$ cat src/rtl/rtc_bcd_counter_if.sv
// Bus bundle for the BCD real-time clock: tick/load requests in, time and event pulses out.
interface rtc_bcd_counter_if;
    logic        tick;
    logic        en;
    logic        load;
    logic [23:0] load_time;
    logic [7:0]  hour_bcd;
    logic [7:0]  min_bcd;
    logic [7:0]  sec_bcd;
    logic        sec_pulse;
    logic        day_wrap;
    logic        load_err;

    // Driver side: issues ticks and load requests, observes the time.
    modport master (
        output tick, en, load, load_time,
        input  hour_bcd, min_bcd, sec_bcd, sec_pulse, day_wrap, load_err
    );

    // Counter side.
    modport slave (
        input  tick, en, load, load_time,
        output hour_bcd, min_bcd, sec_bcd, sec_pulse, day_wrap, load_err
    );
endinterface

$ cat src/rtl/rtc_bcd_counter.sv
// 24-hour hh:mm:ss time-of-day counter in packed BCD, advanced by a tick prescaler,
// with validated synchronous load and registered second/day-wrap/load-error pulses.
module rtc_bcd_counter #(
    parameter int unsigned TICKS_PER_SEC = 2,
    parameter logic [23:0] RESET_TIME    = 24'h000000
) (
    input  logic              clk,
    input  logic              rst,
    rtc_bcd_counter_if.slave  bus
);

    localparam int unsigned PW = (TICKS_PER_SEC > 1) ? $clog2(TICKS_PER_SEC) : 1;
    localparam logic [PW-1:0] PRESC_MAX = PW'(TICKS_PER_SEC - 1);

    logic [PW-1:0] presc_q, presc_d;
    logic [3:0]    h_t_q, h_u_q, m_t_q, m_u_q, s_t_q, s_u_q;
    logic [3:0]    h_t_d, h_u_d, m_t_d, m_u_d, s_t_d, s_u_d;
    logic          sec_pulse_q, sec_pulse_d;
    logic          day_wrap_q, day_wrap_d;
    logic          load_err_q, load_err_d;

    function automatic logic time_valid(input logic [23:0] t);
        time_valid = (t[3:0]   <= 4'd9) && (t[7:4]   <= 4'd5) &&
                     (t[11:8]  <= 4'd9) && (t[15:12] <= 4'd5) &&
                     (t[19:16] <= 4'd9) && (t[23:20] <= 4'd2) &&
                     !((t[23:20] == 4'd2) && (t[19:16] > 4'd3));
    endfunction

    // Next-state: load beats tick (tick discarded even if the load is rejected);
    // a qualified tick either bumps the prescaler or advances one second with BCD carries.
    always_comb begin
        presc_d     = presc_q;
        h_t_d       = h_t_q;
        h_u_d       = h_u_q;
        m_t_d       = m_t_q;
        m_u_d       = m_u_q;
        s_t_d       = s_t_q;
        s_u_d       = s_u_q;
        sec_pulse_d = 1'b0;
        day_wrap_d  = 1'b0;
        load_err_d  = 1'b0;

        if (bus.load) begin
            if (time_valid(bus.load_time)) begin
                {h_t_d, h_u_d, m_t_d, m_u_d, s_t_d, s_u_d} = bus.load_time;
                presc_d = '0;
            end else begin
                load_err_d = 1'b1;
            end
        end else if (bus.tick && bus.en) begin
            if (presc_q == PRESC_MAX) begin
                presc_d     = '0;
                sec_pulse_d = 1'b1;
                if (s_u_q != 4'd9) begin
                    s_u_d = s_u_q + 4'd1;
                end else begin
                    s_u_d = '0;
                    if (s_t_q != 4'd5) begin
                        s_t_d = s_t_q + 4'd1;
                    end else begin
                        s_t_d = '0;
                        if (m_u_q != 4'd9) begin
                            m_u_d = m_u_q + 4'd1;
                        end else begin
                            m_u_d = '0;
                            if (m_t_q != 4'd5) begin
                                m_t_d = m_t_q + 4'd1;
                            end else begin
                                m_t_d = '0;
                                if ((h_t_q == 4'd2) && (h_u_q == 4'd3)) begin
                                    h_t_d      = '0;
                                    h_u_d      = '0;
                                    day_wrap_d = 1'b1;
                                end else if (h_u_q == 4'd9) begin
                                    h_u_d = '0;
                                    h_t_d = h_t_q + 4'd1;
                                end else begin
                                    h_u_d = h_u_q + 4'd1;
                                end
                            end
                        end
                    end
                end
            end else begin
                presc_d = presc_q + 1'b1;
            end
        end
    end

    // State and pulse registers; reset restores RESET_TIME and drops any partial prescale.
    always_ff @(posedge clk) begin
        if (rst) begin
            presc_q     <= '0;
            h_t_q       <= RESET_TIME[23:20];
            h_u_q       <= RESET_TIME[19:16];
            m_t_q       <= RESET_TIME[15:12];
            m_u_q       <= RESET_TIME[11:8];
            s_t_q       <= RESET_TIME[7:4];
            s_u_q       <= RESET_TIME[3:0];
            sec_pulse_q <= 1'b0;
            day_wrap_q  <= 1'b0;
            load_err_q  <= 1'b0;
        end else begin
            presc_q     <= presc_d;
            h_t_q       <= h_t_d;
            h_u_q       <= h_u_d;
            m_t_q       <= m_t_d;
            m_u_q       <= m_u_d;
            s_t_q       <= s_t_d;
            s_u_q       <= s_u_d;
            sec_pulse_q <= sec_pulse_d;
            day_wrap_q  <= day_wrap_d;
            load_err_q  <= load_err_d;
        end
    end

    assign bus.hour_bcd  = {h_t_q, h_u_q};
    assign bus.min_bcd   = {m_t_q, m_u_q};
    assign bus.sec_bcd   = {s_t_q, s_u_q};
    assign bus.sec_pulse = sec_pulse_q;
    assign bus.day_wrap  = day_wrap_q;
    assign bus.load_err  = load_err_q;

endmodule

$ cat src/flat_wrapper.sv
// flat-port wrapper written by rule: the top's interface ports become plain ports
module rtc_bcd_counter_flat 
#(
    parameter int unsigned TICKS_PER_SEC = 2,
    parameter logic [23:0] RESET_TIME    = 24'h000000
)
  (clk, rst, bus_tick, bus_en, bus_load, bus_load_time, bus_hour_bcd, bus_min_bcd, bus_sec_bcd, bus_sec_pulse, bus_day_wrap, bus_load_err);
  rtc_bcd_counter_if bus_i ();
  input  logic clk;
  input  logic rst;
  input wire logic [$bits(bus_i.tick)-1:0] bus_tick;
  input wire logic [$bits(bus_i.en)-1:0] bus_en;
  input wire logic [$bits(bus_i.load)-1:0] bus_load;
  input wire logic [$bits(bus_i.load_time)-1:0] bus_load_time;
  output wire logic [$bits(bus_i.hour_bcd)-1:0] bus_hour_bcd;
  output wire logic [$bits(bus_i.min_bcd)-1:0] bus_min_bcd;
  output wire logic [$bits(bus_i.sec_bcd)-1:0] bus_sec_bcd;
  output wire logic [$bits(bus_i.sec_pulse)-1:0] bus_sec_pulse;
  output wire logic [$bits(bus_i.day_wrap)-1:0] bus_day_wrap;
  output wire logic [$bits(bus_i.load_err)-1:0] bus_load_err;
  assign bus_i.tick = bus_tick;
  assign bus_i.en = bus_en;
  assign bus_i.load = bus_load;
  assign bus_i.load_time = bus_load_time;
  assign bus_hour_bcd = bus_i.hour_bcd;
  assign bus_min_bcd = bus_i.min_bcd;
  assign bus_sec_bcd = bus_i.sec_bcd;
  assign bus_sec_pulse = bus_i.sec_pulse;
  assign bus_day_wrap = bus_i.day_wrap;
  assign bus_load_err = bus_i.load_err;
  rtc_bcd_counter #(.TICKS_PER_SEC(TICKS_PER_SEC), .RESET_TIME(RESET_TIME)) u_core (.clk(clk), .rst(rst), .bus(bus_i));
endmodule
$ cat config.mk
export PLATFORM = sky130hd
export DESIGN_NAME = rtc_bcd_counter_flat
export DESIGN_NICKNAME = d
export VERILOG_FILES = /design/src/rtl/rtc_bcd_counter_if.sv /design/src/rtl/rtc_bcd_counter.sv /design/src/flat_wrapper.sv
export SDC_FILE = /design/constraint.sdc
export NUM_CORES = 1
export LEC_CHECK = 0
export BUFFER_PORTS_ARGS = -buffer_cell sky130_fd_sc_hd__buf_2
export CELL_PAD_IN_SITES_DETAIL_PLACEMENT = 1
export CELL_PAD_IN_SITES_GLOBAL_PLACEMENT = 1
export CORE_MARGIN = 2
export CORE_UTILIZATION = 30
export DETAILED_ROUTE_END_ITERATION = 8
export HOLD_SLACK_MARGIN = 0.06
export PLACE_DENSITY_LB_ADDON = 0.1
export SKIP_CTS_REPAIR_TIMING = 1
export SLEW_MARGIN = 5
export SYNTH_ARGS = -nofsm -noshare
export SYNTH_HDL_FRONTEND = slang
export SYNTH_SLANG_ARGS = --single-unit
$ cat constraint.sdc
create_clock -name clk -period 2.8 [get_ports clk]
set_clock_uncertainty 0.15 [all_clocks]
set_input_delay 0.14 -clock clk [delete_from_list [all_inputs] [get_ports clk]]
set_output_delay 0.14 -clock clk [all_outputs]
set_load 0.05 [all_outputs]
==> reports/metrics.cfg, run 1 <==
[cts]
cts.sinks=28
cts_tree=built
h-tree-depth=1
cts_buffers=3
clkTransAtPathRegs_ns=0.10
clock_latency_ns=0.28
clock_path_buffers=2
cts_root_buf=clkbuf_8

[logic_synthesis]
synth-seq-area-share=0.2919
synthFlopType=dfxtp_1
ys_types=62
synth_edf_count=0
yosys_warnings=0
avgSynthCellArea_um2=8.173
netlist_top_cells_count=dfxtp_1, a21oi_1, nand2_1
syn_nets=272
yosys-top-cells-area=dfxtp_1, a21oi_1, ha_1, o21ai_0, nand2_1
synth_cells=235
synth_top_area_frac=0.2919
synth_top_area_cell=dfxtp_1
synth_most_common_cell=dfxtp_1
ys_async_sr_fraction=0
synthesis.area_mm2=0.001921
synth-seq-cells=28

[floorplan]
die_area_mm2=0.007058
rows=29
die_height_um=84.01
core_area_mm2=0.006277
start_util=0.3060
fp.dieW_um=84.01
pin_count=56

[pwr]
switching_power_mw=0.2046
p_comb_frac=0.151
seqPwrFrac=0.540
clkPwrFrac=0.308
swShare=0.2751
cellPowerDensity_mw_per_mm2=316.4
leakagePower_nw=0.9393
intPower_mw=0.5392
ir_drop_v=0.0001798

[worst_setup_path]
slowest_delay_ns=0.54
cp.arrival_ns=2.42
path_cells=dlygate4sd3_1, buf_2, o21ai_0, nand4_1, o21ai_4, o211ai_4, a221oi_2
r2r_cells=5
startpoint_type=input port
cpMaxStageDelayCell=dlygate4sd3_1
cp.depth=7
path_delay_family=compound AO/OA/AOI/OAI gates
end_kind=flip-flop
worst-setup-path-type=in2reg
required_ns=2.84
path_max_fanout=9
crit_buf_inv=2

[global_route]
antenna_found_initial=0
grt_max_degree=27
grt_pass1_vias=1934
grt_usage=0.1759
grt_pass1_wl_um=10120
overflow=0

[placement]
globalplace.congestion=0.7602
io_buffers=55
placed_cell_area_mm2=0.002260
dp_hpwl_um=4662

[timing]
finalCritPeriodShare=0.8518
setup_tns_ns=0
rsz0062_at_grt=false
slew_viol_final=0
slew_headroom=0.5851
tightest_slew_ns=0.6224
min_period_ns=2.385
max_freq_mhz=419.3
setup_violations=0
hold_viol=0

[final_layout]
syn2layout_area_growth_pct=22.41
design_area_mm2=0.002351
regArea_um2=560.5
multi_input_area_mm2=0.001267
nets=329
insertedDiodeCount=0
fillers=795
layout-drive-gt1-share=0.2655

[drt]
drt-initial-drc-count=63
wirelength_um=6157
avgViaCountPerCell=5.482
dr.pass1.iters=4
drc_errors=0
antenna_left=0
avgRoutedWirePerCell_um=16.78
vias=2012

[min_path]
min_path_type=in2reg
whs_path_depth=3

[status]
outcome=completed

[flow_run]
cap_violations=0

-- final timing paths --
check | start | to | slack, ns
min reg2reg | u_core.presc_q$_SDFFE_PP0P_ | u_core.presc_q$_SDFFE_PP0P_ | 0.38
min | bus_load_time[9] | u_core.m_u_q[1]$_SDFFE_PP0P_ | 0.08
max | bus_load_time[2] | u_core.h_t_q[0]$_SDFFE_PP0P_ | 0.42
max reg2reg | u_core.s_u_q[3]$_SDFFE_PP0P_ | u_core.h_t_q[0]$_SDFFE_PP0P_ | 0.50
-- worst min-delay path: cells and delay by family --
kind	cells	cell delay [ns]
buffers and inverters	1	0.11
AOI/OAI and AO/OA	2	0.22
-- power groups by stage --
stage | logic [mW] | clock network, mW | registers (mW)
final | 0.113 | 0.229 | 0.402
after floorplan | 0.0568 | 0 | 0.416
after global routing | 0.125 | 0.253 | 0.402
after CTS | 0.109 | 0.244 | 0.402
after global placement | 0.108 | 0 | 0.411
after detailed placement | 0.108 | 0 | 0.411
-- routing by layer --
metal  GRT usage  share of wire  vias up
met1      0.2453           0.48      972
met4     0.03959         0.0047        0
met2      0.2931           0.48       34
met3     0.01780          0.032        2
met5           0              0        -
li1            -              -     1004
-- final cells by class --
class | count | area share
Clock buffer | 3 | 0.01756
Sequential cell | 28 | 0.2384
Tap cell | 77 | 0.04098
Timing Repair Buffer | 65 | 0.1543
Inverter | 6 | 0.009580
Multi-Input combinational cell | 188 | 0.5391
-- flip-flops by register name, indices dropped and copies added, names as in the netlist --
name                  cells
u_core.bus.day_wrap       1
u_core.bus.sec_pulse      1
u_core.m_u_q              4
u_core.bus.load_err       1
u_core.h_u_q              4
u_core.h_t_q              4
u_core.m_t_q              4
u_core.s_u_q              4
u_core.presc_q            1
u_core.s_t_q              4
-- logic make-up after synthesis --
group / after synthesis / synth area share
XOR/XNOR: 2 / 0.009122
adder cells (fa/ha/maj): 8 / 0.05212
multiplexers: 4 / 0.02085
AO/OA/AOI/OAI: 86 / 0.3283
flip-flops: 28 / 0.2919
buffers and inverters: 19 / 0.04821
AND/OR/NAND/NOR: 88 / 0.2495
-- placed cells by master, fill, tap and decap left out, types with 2 or more instances in the layout --
| cell type | n |
|---|---|
| nand2b_1 | 6 |
| inv_1 | 4 |
| ha_1 | 8 |
| a21oi_1 | 24 |
| buf_2 | 55 |
| a211oi_1 | 6 |
| nand4_1 | 4 |
| nor2_1 | 18 |
| o32ai_1 | 2 |
| nor4_1 | 3 |
| a31oi_1 | 3 |
| o21ai_0 | 18 |
| o31ai_1 | 2 |
| a21boi_0 | 2 |
| nor3_1 | 3 |
| buf_4 | 5 |
| dlygate4sd3_1 | 5 |
| nand3_1 | 10 |
| dfxtp_1 | 28 |
| mux2i_1 | 4 |
| o21ai_4 | 2 |
| a22oi_1 | 3 |
| clkbuf_8 | 3 |
| clkinv_1 | 2 |
| nand2_1 | 22 |
| a311oi_1 | 3 |
| a32o_1 | 5 |
| o211ai_1 | 3 |
| and2b_2 | 2 |
| and3b_1 | 4 |
-- stage by stage --
stage	instances	worst slack [ns]	util	hold WS (ns)	power, mW
5_1_grt	367	0.2760	0.3745	0.09279	0.7811
2_1_floorplan	235	0.3849	-	0.1485	0.4728
6_report	367	0.4150	0.3745	0.07597	0.7439
3_3_place_gp	359	0.5408	0.3600	0.2747	0.5195
3_5_place_dp	359	0.5495	0.3600	0.2779	0.5197
4_1_cts	362	0.5114	0.3666	-0.03280	0.7545
Note: power is estimated with default switching activity, not from simulation.
==> run 2: changes to the inputs <==
Settings changed: CTS_CLUSTER_SIZE set to 16.
Clock period 2.8 ns to 2.6 ns, I/O delays scaled along.
==> reports/metrics.cfg, run 2 (synthesis gave the netlist of run 1 again) <==
[final_layout]
insertedDiodeCount=0
nets=330
fin_cells=369
final_cell_mix=buf_2, dfxtp_1, a21oi_1, nand2_1
final_common_cell=buf_2
layout-drive-gt1-share=0.2705
syn2layout_area_growth_pct=24.17
fillers=784

[worst_setup_path]
path_max_fanout=9
end_kind=flip-flop
worst-setup-path-type=in2reg
cp.arrival_ns=2.41
cpMaxStageDelayCell=dlygate4sd3_1
startpoint_type=input port
reg2reg_slack_ns=0.28
slowest_delay_ns=0.54
required_ns=2.65
path_cells=dlygate4sd3_1, buf_2, o21ai_0, nand4_1, o21ai_4, o211ai_4, a221oi_2

[timing]
slew_headroom=0.5866
tightest_slew_ns=0.6201
hold_viol=0
slew_viol_final=0
setup_tns_ns=0
max_freq_mhz=424.0
rsz0062_at_grt=false
setup_violations=0
finalCritPeriodShare=0.9071
min_period_ns=2.359

[drt]
antenna_left=0
dr.pass1.iters=5
drt-initial-drc-count=64
avgViaCountPerCell=5.428
vias=2003
drc_errors=0
wirelength_um=6280
avgRoutedWirePerCell_um=17.02

[cts]
cts_tree=built
cts_root_buf=clkbuf_8
cts_buffers=3
clock_latency_ns=0.28
clock_path_buffers=2
h-tree-depth=1
cts.sinks=28
clkTransAtPathRegs_ns=0.11

[placement]
io_buffers=55
globalplace.congestion=0.7733
dp.cells=360
dp_hpwl_um=4795

[global_route]
antenna_found_initial=0
grt_usage=0.1814
grt_max_degree=39
overflow=0
grt_pass1_wl_um=10360
grt_pass1_vias=1928

[floorplan]
pin_count=56
die_height_um=84.01
fp.dieW_um=84.01
start_util=0.3060
die_area_mm2=0.007058
rows=29
core_area_mm2=0.006277

[min_path]
min_path_type=in2reg

[pwr]
leakagePower_nw=0.9572
cellPowerDensity_mw_per_mm2=353.0
ir_drop_v=0.0001673

[status]
outcome=completed

[flow_run]
cap_violations=0

## run 2: cell count changes in the layout (fill, tap and decap cells not counted), sizes merged
cell and change:
buf +1, clkbuf +1
## run 2: layer usage
layer,vias up,global-route usage,share of wire
met5,-,0,0
met4,0,0.02639,0.0048
met3,2,0.02770,0.031
met2,31,0.2967,0.47
met1,959,0.2574,0.50
li1,1011,-,-
## run 2: final timing paths
| kind | from | to | cells after the start |
|---|---|---|---|
| setup / recovery | bus_load_time[2] | u_core.h_t_q[0]$_SDFFE_PP0P_ | 7 |
| hold / removal | bus_load_time[3] | u_core.s_u_q[3]$_SDFFE_PP0P_ | 3 |
| setup reg to reg | u_core.h_t_q[0]$_SDFFE_PP0P_ | u_core.h_t_q[2]$_SDFFE_PP0P_ | 7 |
| hold reg to reg | u_core.presc_q$_SDFFE_PP0P_ | u_core.presc_q$_SDFFE_PP0P_ | 2 |
## run 2: power by group
part / internal, mW / switching, mW / total [mW]
clock network: 0.136 / 0.150 / 0.286
logic: 0.0467 / 0.0761 / 0.123
registers: 0.431 / 0.00175 / 0.433
## run 2: area by class of cell
| cell class | instances | area [um2] | share of cell area |
|---|---|---|---|
| clock buffers | 4 | 55.05 | 0.02308 |
| inverters | 6 | 22.52 | 0.009444 |
| multi-input cells | 188 | 1267 | 0.5315 |
| flip-flops and latches | 28 | 560.5 | 0.2350 |
| well taps | 77 | 96.34 | 0.04040 |
| repair buffers | 66 | 382.9 | 0.1605 |
## run 2: stage by stage
step / hold slack (ns) / power (mW) / worst slack (ns) / util / area [um2]
6_report: 0.05521 / 0.8417 / 0.2415 / 0.3799 / 2385
3_5_place_dp: 0.2660 / 0.5611 / 0.3017 / 0.3632 / 2280
4_1_cts: -0.04676 / 0.8533 / 0.2790 / 0.3719 / 2335
3_3_place_gp: 0.2668 / 0.5609 / 0.4105 / 0.3632 / 2280
2_1_floorplan: 0.1385 / 0.5091 / 0.1849 / - / 1921
5_1_grt: 0.07984 / 0.8826 / 0.1559 / 0.3799 / 2385
## run 2: worst max-delay path: cells and delay by family
family / cells / cell delay (ns)
buffers and inverters: 2 / 0.67
AND/OR/NAND/NOR: 1 / 0.38
AO/OA/AOI/OAI: 4 / 1.23
==> run 3: changes to the inputs <==
Settings changed: CTS_BUF_LIST set to sky130_fd_sc_hd__clkbuf_16.
==> reports/metrics.cfg, run 3 (synthesis gave the netlist of run 1 again) <==
[placement]
dp.cells=360
globalplace.congestion=0.7733
placed_cell_area_mm2=0.002280
dp_hpwl_um=4795
io_buffers=55

[floorplan]
pin_count=56
die_height_um=84.01
fp.dieW_um=84.01
start_util=0.3060
core_area_mm2=0.006277
die_area_mm2=0.007058
rows=29

[pwr]
leakagePower_nw=0.9670
finalPower_mw=0.9237
ir_drop_v=0.0001792
cellPowerDensity_mw_per_mm2=383.5

[worst_setup_path]
path_max_fanout=9
required_ns=2.63
slowest_delay_ns=0.54
startpoint_type=input port
end_kind=flip-flop
cp.arrival_ns=2.40
cpMaxStageDelayCell=dlygate4sd3_1
worst-setup-path-type=in2reg
path_cells=dlygate4sd3_1, buf_2, o21ai_0, nand4_1, o21ai_4, o211ai_4, a221oi_2
path_delay_family=compound AO/OA/AOI/OAI gates
crit_buf_inv=2

[drt]
avgViaCountPerCell=5.515
dr.pass1.iters=4
vias=2035
drc_errors=0
wirelength_um=6290
avgRoutedWirePerCell_um=17.05
drt-initial-drc-count=80
antenna_left=0

[global_route]
grt_pass1_wl_um=10400
grt_max_degree=39
grt_usage=0.1830
antenna_found_initial=0
overflow=0
grt_pass1_vias=1933

[final_layout]
nets=330
layout-drive-gt1-share=0.2671
final_common_cell=buf_2
insertedDiodeCount=0
final_cell_mix=buf_2, dfxtp_1, a21oi_1, nand2_1
syn2layout_area_growth_pct=25.41
design_area_mm2=0.002409
fin_cells=369

[timing]
slew_headroom=0.5980
setup_tns_ns=0
max_freq_mhz=422.6
hold_viol=0
rsz0062_at_grt=false
slew_viol_final=0
setup_violations=0
min_period_ns=2.366
tightest_slew_ns=0.6030
finalCritPeriodShare=0.9101

[cts]
cts_tree=built
clock_path_buffers=2
cts_buffers=3
cts.sinks=28
clkTransAtPathRegs_ns=0.08
clock_latency_ns=0.27
cts_root_buf=clkbuf_16
h-tree-depth=1

[status]
outcome=completed

[min_path]
min_path_type=in2reg

[flow_run]
cap_violations=0

## run 3: changes by cell type in the layout (fill, tap and decap cells not counted)
cell	delta
clkbuf_16	+3
clkbuf_8	-4
clkinv_1	+1
## run 3: final cells by class
| type | count | area, um2 |
|---|---|---|
| Clock buffer | 3 | 75.07 |
| Fill cell | 784 | 3869 |
| Tap cell | 77 | 96.34 |
| Multi-Input combinational cell | 188 | 1267 |
| Sequential cell | 28 | 560.5 |
| Timing Repair Buffer | 66 | 382.9 |
| Inverter | 6 | 22.52 |
| Clock inverter | 1 | 3.754 |
## run 3: worst min-delay path: stages
cell and delay [ns]:
buf_2 0.10, a21oi_1 0.14, o32ai_1 0.08
## run 3: routing by layer
layer / wire length, um / part of all wire / vias up / track usage
li1: - / - / 1015 / -
met1: 3136 / 0.50 / 985 / 0.2568
met2: 2940 / 0.47 / 31 / 0.2989
met3: 172 / 0.027 / 4 / 0.02770
met4: 40 / 0.0064 / 0 / 0.03519
met5: 0 / 0 / - / 0
## run 3: per-stage QoR
| stage | util | hold WS, ns | worst slack [ns] |
|---|---|---|---|
| global placement | 0.3632 | 0.2668 | 0.4105 |
| detailed placement | 0.3632 | 0.2660 | 0.3017 |
| floorplan | - | 0.1385 | 0.1849 |
| global route | 0.3837 | 0.1069 | 0.1229 |
| CTS | 0.3757 | -0.02427 | 0.2838 |
| finish | 0.3837 | 0.07524 | 0.2339 |
## run 3: worst paths after layout
check	cells after the start	endpoint	startpoint	slack (ns)
min reg2reg	2	u_core.presc_q$_SDFFE_PP0P_	u_core.presc_q$_SDFFE_PP0P_	0.37
min	3	u_core.s_u_q[3]$_SDFFE_PP0P_	bus_load_time[3]	0.08
max	7	u_core.h_t_q[0]$_SDFFE_PP0P_	bus_load_time[2]	0.23
max reg2reg	7	u_core.h_t_q[2]$_SDFFE_PP0P_	u_core.h_t_q[0]$_SDFFE_PP0P_	0.28
## run 3: power breakdown
group | internal [mW] | total (mW) | leakage, nW | switching, mW
Combinational | 0.0467 | 0.123 | 0.703 | 0.0759
Clock | 0.207 | 0.369 | 0.0385 | 0.162
Sequential | 0.431 | 0.432 | 0.226 | 0.00174
Total | 0.684 | 0.924 | 0.967 | 0.239
